--- src/rtl/odbiornik_szeregowy.sv ---
// odbiornik_szeregowy: serial-in, parallel-out receive register.
// Reassembles n-bit words, LSB first, from the serial link. Framing comes
// from a start strobe and bit sampling from a per-bit enable. Each completed
// word is held on dane_wy with a one-cycle gotowe pulse. A new start during
// a frame aborts that frame and raises a one-cycle blad pulse.
module odbiornik_szeregowy #(
    parameter int n = 4
) (
    input  logic         zegar,
    input  logic         reset,
    input  logic         start,
    input  logic         takt,
    input  logic         swe,
    output logic [n-1:0] dane_wy,
    output logic         gotowe,
    output logic         zajety,
    output logic         blad
);

    localparam int CW = $clog2(n) + 1;

    typedef enum logic {
        IDLE   = 1'b0,
        ODBIOR = 1'b1
    } stan_t;

    stan_t           state_q, state_d;
    logic [n-1:0]    sr_q, sr_d;
    logic [CW-1:0]   licznik_q, licznik_d;
    logic [n-1:0]    dane_q, dane_d;
    logic            gotowe_q, gotowe_d;
    logic            blad_q, blad_d;

    logic            ostatni_bit;
    logic [n-1:0]    sr_przesun;
    logic [n-1:0]    sr_nowa_ramka;

    assign ostatni_bit   = (licznik_q == CW'(n - 1));
    assign sr_przesun    = {swe, sr_q[n-1:1]};
    assign sr_nowa_ramka = takt ? {swe, {(n-1){1'b0}}} : '0;

    // State and datapath registers; synchronous reset discards any partial word.
    always_ff @(posedge zegar) begin
        if (reset) begin
            state_q   <= IDLE;
            sr_q      <= '0;
            licznik_q <= '0;
            dane_q    <= '0;
            gotowe_q  <= 1'b0;
            blad_q    <= 1'b0;
        end else begin
            state_q   <= state_d;
            sr_q      <= sr_d;
            licznik_q <= licznik_d;
            dane_q    <= dane_d;
            gotowe_q  <= gotowe_d;
            blad_q    <= blad_d;
        end
    end

    // Next state: start opens or restarts a frame, the n-th sample closes it.
    always_comb begin
        state_d = state_q;
        case (state_q)
            IDLE: begin
                if (start) begin
                    state_d = ODBIOR;
                end
            end
            ODBIOR: begin
                if (!start && takt && ostatni_bit) begin
                    state_d = IDLE;
                end
            end
            default: state_d = IDLE;
        endcase
    end

    // Datapath and pulse outputs: shift on takt, publish the word on completion,
    // flag an abort when start arrives mid-frame.
    always_comb begin
        sr_d      = sr_q;
        licznik_d = licznik_q;
        dane_d    = dane_q;
        gotowe_d  = 1'b0;
        blad_d    = 1'b0;
        case (state_q)
            IDLE: begin
                if (start) begin
                    sr_d      = sr_nowa_ramka;
                    licznik_d = takt ? CW'(1) : '0;
                end
            end
            ODBIOR: begin
                if (start) begin
                    blad_d    = 1'b1;
                    sr_d      = sr_nowa_ramka;
                    licznik_d = takt ? CW'(1) : '0;
                end else if (takt) begin
                    sr_d      = sr_przesun;
                    licznik_d = licznik_q + CW'(1);
                    if (ostatni_bit) begin
                        dane_d   = sr_przesun;
                        gotowe_d = 1'b1;
                    end
                end
            end
            default: begin
                sr_d      = '0;
                licznik_d = '0;
            end
        endcase
    end

    assign dane_wy = dane_q;
    assign gotowe  = gotowe_q;
    assign blad    = blad_q;
    assign zajety  = (state_q == ODBIOR);

endmodule

--- config.mk ---
export PLATFORM = sky130hd
export DESIGN_NAME = odbiornik_szeregowy
export DESIGN_NICKNAME = d
export VERILOG_FILES = /design/src/rtl/odbiornik_szeregowy.sv
export SDC_FILE = /design/constraint.sdc
export NUM_CORES = 1
export LEC_CHECK = 0
export ABC_AREA = 1
export CAP_MARGIN = 25
export CORE_AREA = 5 5 42 44
export DETAILED_ROUTE_END_ITERATION = 12
export DIE_AREA = 0 0 47 49
export PLACE_DENSITY = 0.67
export SYNTH_ARGS = -nofsm -noshare
export SYNTH_HDL_FRONTEND = slang
export SYNTH_SLANG_ARGS = --single-unit
--- constraint.sdc ---
create_clock -name zegar -period 1.4 [get_ports zegar]
set_clock_uncertainty 0.15 [all_clocks]
set_input_delay 0.28 -clock zegar [delete_from_list [all_inputs] [get_ports zegar]]
set_output_delay 0.28 -clock zegar [all_outputs]
set_load 0.05 [all_outputs]
==> flow_summary.ini, run 1 <==
[critical_path]
critical_path_class = reg -> reg
critical_path_required_ps = 1430
crit_path_end_kind = register
crit_chain = ha_1 > ha_1 > inv_1 > nor2_4 > nand2_1 > nand3_1 > nand2_1
start_kind = register
cp.arrival_ps = 1300
crit_path_max_fanout = 5
slowest_stage = dfxtp_2
max_stage_delay_ps = 350

[cells_and_area]
utilization_pct = 59.55
area_growth_pct = 51.59
insertedDiodeCount = 0
fin_nets = 102
drive_gt1_share_pct = 25.53

[pwr]
ir_worst_vdd_uv = 490.9
p_per_area_nw_per_um2 = 849.0
p_leak_nw = 0.3567

[die]
core_area_um2 = 1401
num_io_pins = 12
core.rowCount = 14
design.die.area_um2 = 2303
start_util_pct = 39.29
fp.dieW_um = 47
die_h_um = 49

[clock_network]
clockBufferDepth = 2
cts_setup_buffers = 0
cts_tree = built
cts_hold_buf = 0
h-tree-depth = 1
cts.sinks = 13
insertion_delay_ps = 280
cts_buffers = 3
root_buffer = clkbuf_4
cts.clk_slew.worst_paths_ps = 80

[yosys]
synthMuxAreaShare_pct = 0
synth_cells = 73
ys_ff_latch = 13
syn-num-nets = 80
synth-compound-area-share_pct = 6.364
syn_area_um2 = 550.5
ys_warn_count = 0
synth_top_family_by_area = simple AND/OR/NAND/NOR gates
synth-simple-area-share_pct = 33.41
yosysSeqAreaShare_pct = 47.27
synth.avg_cell_area_um2 = 7.541
synthAdderAreaFrac_pct = 4.545
synth_cell_types = 12
synth_xor_area_share_pct = 0

[hold_path]
min_path_type = reg -> reg

[run_status]
status = completed

[detailed_routing]
drc = 0
drtIter0Drc = 6
wl_per_cell_um = 9.864
finalWirelength_um = 1085
dr.pass1.iters = 4
ant_nets = 0
vias = 504
vias_per_cell = 4.582

[sta]
period_minus_slack_ps = 1275
fmax_ghz = 0.7841
final.period_utilization_pct = 91.09
finalSetupTns_ps = 0
hold_viol_final = 0
tightestPinTransition_ps = 216.4
rsz0062_at_grt = no
fin_ws_ps = 124.7
timing.final.max_slew_violations = 0
maxSlewHeadroom_pct = 85.56
setup_violations = 0

[grt]
gr-total-overflow = 0
grt_pass1_wl_um = 1973
grt_usage_pct = 11.94
grt_max_degree = 8
antenna_found_initial = 0
grt_pass1_vias = 451

[placement]
portBuffers = 11
place_ws_ps = -133.8
gp_congestion = 0.7659
dp_hpwl_um = 853.6

[run]
cap_violations = 0
==> final cells by class <==
cell class | count | area (um2)
flip-flops and latches | 13 | 262.8
inverters | 11 | 41.29
clock buffers | 4 | 26.28
fillers | 130 | 566.8
multi-input cells | 48 | 251.5
repair buffers | 18 | 232.7
well taps | 16 | 20.02
==> stage by stage <==
stage          hold WS (ps)  instances  total power (W)  instance area, um2
3_3_place_gp          316.2        106        0.0004824               799.5
4_1_cts               335.3        110        0.0007205               828.3
5_1_grt               363.0        110        0.0007485               834.6
2_1_floorplan         209.7         73        0.0004325               551.8
6_report              331.1        110        0.0007086               834.6
3_5_place_dp          323.0        106        0.0004836               799.5
==> where the power goes <==
part           leakage (nW)   total, W  switching [W]  internal (W)
Combinational         0.236  0.0000907      0.0000470     0.0000438
Sequential            0.106   0.000385     0.00000750      0.000377
Clock                0.0150   0.000233       0.000122      0.000111
==> sequential cells by signal, indices dropped and copies added, names as in the netlist <==
signal	flops
blad	1
licznik_q	3
sr_q	3
gotowe	1
zajety	1
dane_wy	4
==> synth_stat cells <==
cell	instances	share of area (%)
nand2_1	14	9.5
buf_2	1	0.91
ha_1	2	4.5
dfxtp_1	13	47
nand2_4	1	2.0
nor3_1	1	0.91
a21oi_1	7	6.4
nor2_4	2	4.1
nand3_1	11	10
inv_2	1	0.68
nor2_1	10	6.8
inv_1	10	6.8
==> worst max-delay path, delay by kind of cell, from the launching register on <==
kind	cells	cell delay (ps)
adder cells (fa/ha/maj)	2	310
buffers and inverters	1	70
flip-flops	1	350
AND/OR/NAND/NOR	4	310
==> per-layer routing <==
| layer | share of wire, % | track usage (%) | vias to the layer above |
|---|---|---|---|
| met4 | 2.9 | 8.295 | 0 |
| met2 | 45 | 16.06 | 10 |
| met1 | 45 | 15.56 | 216 |
| met5 | 0 | 0 | - |
| met3 | 7.4 | 3.690 | 4 |
| li1 | - | - | 274 |
==> cell families (layout without fill, tap and decap cells) <==
group	count (synthesis)	after routing
flip-flops	13	13
adder cells (fa/ha/maj)	2	2
AO/OA/AOI/OAI	7	7
AND/OR/NAND/NOR	39	39
buffers and inverters	12	33
==> what timing repair did <==
item                       CTS  global route
setup endpoints to repair    4             4
pin swaps                    0             0
gates resized for setup      1             2
==> worst paths after layout <==
path / from / to / slack, ps / cells after the start
min reg2reg: licznik_q[2]$_SDFFE_PP0P_ / licznik_q[2]$_SDFFE_PP0P_ / 330 / 2
min: licznik_q[2]$_SDFFE_PP0P_ / licznik_q[2]$_SDFFE_PP0P_ / 330 / 2
max reg2reg: licznik_q[0]$_SDFFE_PP0P_ / dane_wy[2]$_SDFFE_PP0P_ / 120 / 7
max: licznik_q[0]$_SDFFE_PP0P_ / dane_wy[2]$_SDFFE_PP0P_ / 120 / 7
==> placed cells by master, fill, tap and decap left out, drive strengths merged, types with 2 or more instances in the layout <==
cell,instances
nand2,15
buf,14
dfxtp,13
nor2,12
nand3,11
inv,11
a21oi,7
clkdlybuf4s50,4
clkbuf,4
ha,2
Note: power is estimated with default switching activity, not from simulation.
==> inputs of run 2 (changes only) <==
--- a/config.mk
+++ b/config.mk
@@ -8,6 +8,7 @@
 export ABC_AREA = 1
 export CAP_MARGIN = 25
 export CORE_AREA = 5 5 42 44
+export CTS_CLUSTER_SIZE = 20
 export DETAILED_ROUTE_END_ITERATION = 12
 export DIE_AREA = 0 0 47 49
 export PLACE_DENSITY = 0.67
==> constraint.sdc (replaced) <==
create_clock -name zegar -period 1.4 [get_ports zegar]
set_clock_uncertainty 0.15 [all_clocks]
set_input_delay 0.28 -clock zegar [delete_from_list [all_inputs] [get_ports zegar]]
set_output_delay 0.28 -clock zegar [all_outputs]
set_load 0.02 [all_outputs]
==> flow_summary.ini, run 2 (synthesis gave the netlist of run 1 again) <==
[cells_and_area]
drive_gt1_share_pct = 17.02
n_fill_cell = 146
regArea_um2 = 261.5
layout_commonest_cell = nand2_1
largest_reg_flops = 4
insertedDiodeCount = 0
area_growth_pct = 38.18
fin_nets = 102
multi_input_area_um2 = 251.5
layout_common_cells = nand2_1 (14), dfxtp_1 (12), nand3_1 (11), inv_1 (10), nor2_1 (9)

[pwr]
p_total_w = 0.0006894
p_per_area_nw_per_um2 = 906.2
p_clk_share_pct = 33.3
p_leak_nw = 0.3381
p_int_w = 0.0005238
p_switching_w = 0.0001656
p_sw_share_pct = 24.02
ir_worst_vdd_uv = 450.1
power_frac_comb_pct = 11.4
power_frac_seq_pct = 55.2

[critical_path]
critical_path_class = reg -> out
max_stage_delay_ps = 340
crit_chain = clkdlybuf4s15_1
cp.depth = 1
crit_family = flip-flops
crit_path_max_fanout = 2
cp_num_buf_inv = 1
r2r-end = dane_wy[2]$_SDFFE_PP0P_
r2r_slack_ps = 100
critPathLaunch = dane_wy[2]$_SDFFE_PP0P_
start_kind = register
rr_startpoint = licznik_q[0]$_SDFFE_PP0P_
critical_path_required_ps = 970
slowest_stage = dfxtp_1
cp-endpoint = dane_wy[2]
cp.arrival_ps = 920
rr_worst_depth = 7
crit_path_end_kind = output pin

[detailed_routing]
wl_per_cell_um = 9.836
dr.pass1.iters = 4
vias = 499
ant_nets = 0
vias_per_cell = 4.536
drc = 0
finalWirelength_um = 1082
drtIter0Drc = 8

[sta]
tightestPinTransition_ps = 228.8
hold_viol_final = 0
finalSetupTns_ps = 0
fmax_ghz = 0.7408
period_minus_slack_ps = 1350
maxSlewHeadroom_pct = 84.73
setup_violations = 0
timing.final.max_slew_violations = 0
final.period_utilization_pct = 96.42

[clock_network]
cts.sinks = 13
cts_tree = built
insertion_delay_ps = 270
h-tree-depth = 1
ctsResizeCount = 8
cts.clk_slew.worst_paths_ps = 70
cts_buffers = 3
cts_setup_buffers = 0
cts_hold_buf = 0
root_buffer = clkbuf_4
clockBufferDepth = 2

[placement]
portBuffers = 11
gp_congestion = 0.7602
dp_hpwl_um = 792.7

[die]
start_util_pct = 39.29
die_h_um = 49
core.rowCount = 14
fp.dieW_um = 47
design.die.area_um2 = 2303
core_area_um2 = 1401
num_io_pins = 12

[grt]
antenna_found_initial = 0
gr-total-overflow = 0
grt_max_degree = 8
grt_pass1_vias = 434
grt_pass1_wl_um = 1821
grt_usage_pct = 10.95

[hold_path]
min_path_type = reg -> reg
min_from = dane_wy[2]$_SDFFE_PP0P_

[run]
cap_violations = 0

[run_status]
status = completed
run 2: worst min-delay path by stage:
stage / to / depth (start not counted) / slack (ps)
floorplan: zajety$_SDFF_PP0_ / 1 / 220
global placement: dane_wy[2]$_SDFFE_PP0P_ / 2 / 310
detailed placement: dane_wy[2]$_SDFFE_PP0P_ / 2 / 320
CTS: dane_wy[2]$_SDFFE_PP0P_ / 2 / 330
global route: sr_q[1]$_SDFFE_PP0P_ / 2 / 340
finish: dane_wy[2]$_SDFFE_PP0P_ / 2 / 320
run 2: per-layer routing:
| metal | track usage [%] | up-vias | part of all wire, % |
|---|---|---|---|
| li1 | - | 273 | - |
| met1 | 14.67 | 210 | 47 |
| met2 | 14.71 | 11 | 43 |
| met3 | 3.321 | 5 | 6.7 |
| met4 | 6.912 | 0 | 3.1 |
| met5 | 0 | - | 0 |
run 2: power groups by stage:
stage	logic, W	clock network, W	registers, W
floorplan	0.0000310	0	0.000394
global placement	0.0000791	0	0.000389
detailed placement	0.0000792	0	0.000389
CTS	0.0000778	0.000240	0.000381
global route	0.0000874	0.000256	0.000382
finish	0.0000787	0.000230	0.000381
run 2: stage by stage:
step / instance area [um2] / hold slack, ps / util, % / cells / setup slack, ps
after detailed placement: 728.2 / 317.4 / 51.96 / 106 / -112.0
final: 760.7 / 324.2 / 54.29 / 110 / 50.10
after global routing: 760.7 / 344.9 / 54.29 / 110 / -11.66
after CTS: 748.2 / 326.0 / 53.39 / 110 / 9.236
after global placement: 728.2 / 311.8 / 51.96 / 106 / -97.26
after floorplan: 550.5 / 217.2 / - / 73 / 95.88
run 2: layout make-up:
class	count	area share, %
Sequential cell	13	34.38
Timing Repair Buffer	18	21.05
Inverter	11	5.428
Multi-Input combinational cell	48	33.06
Tap cell	16	2.632
Clock buffer	4	3.454
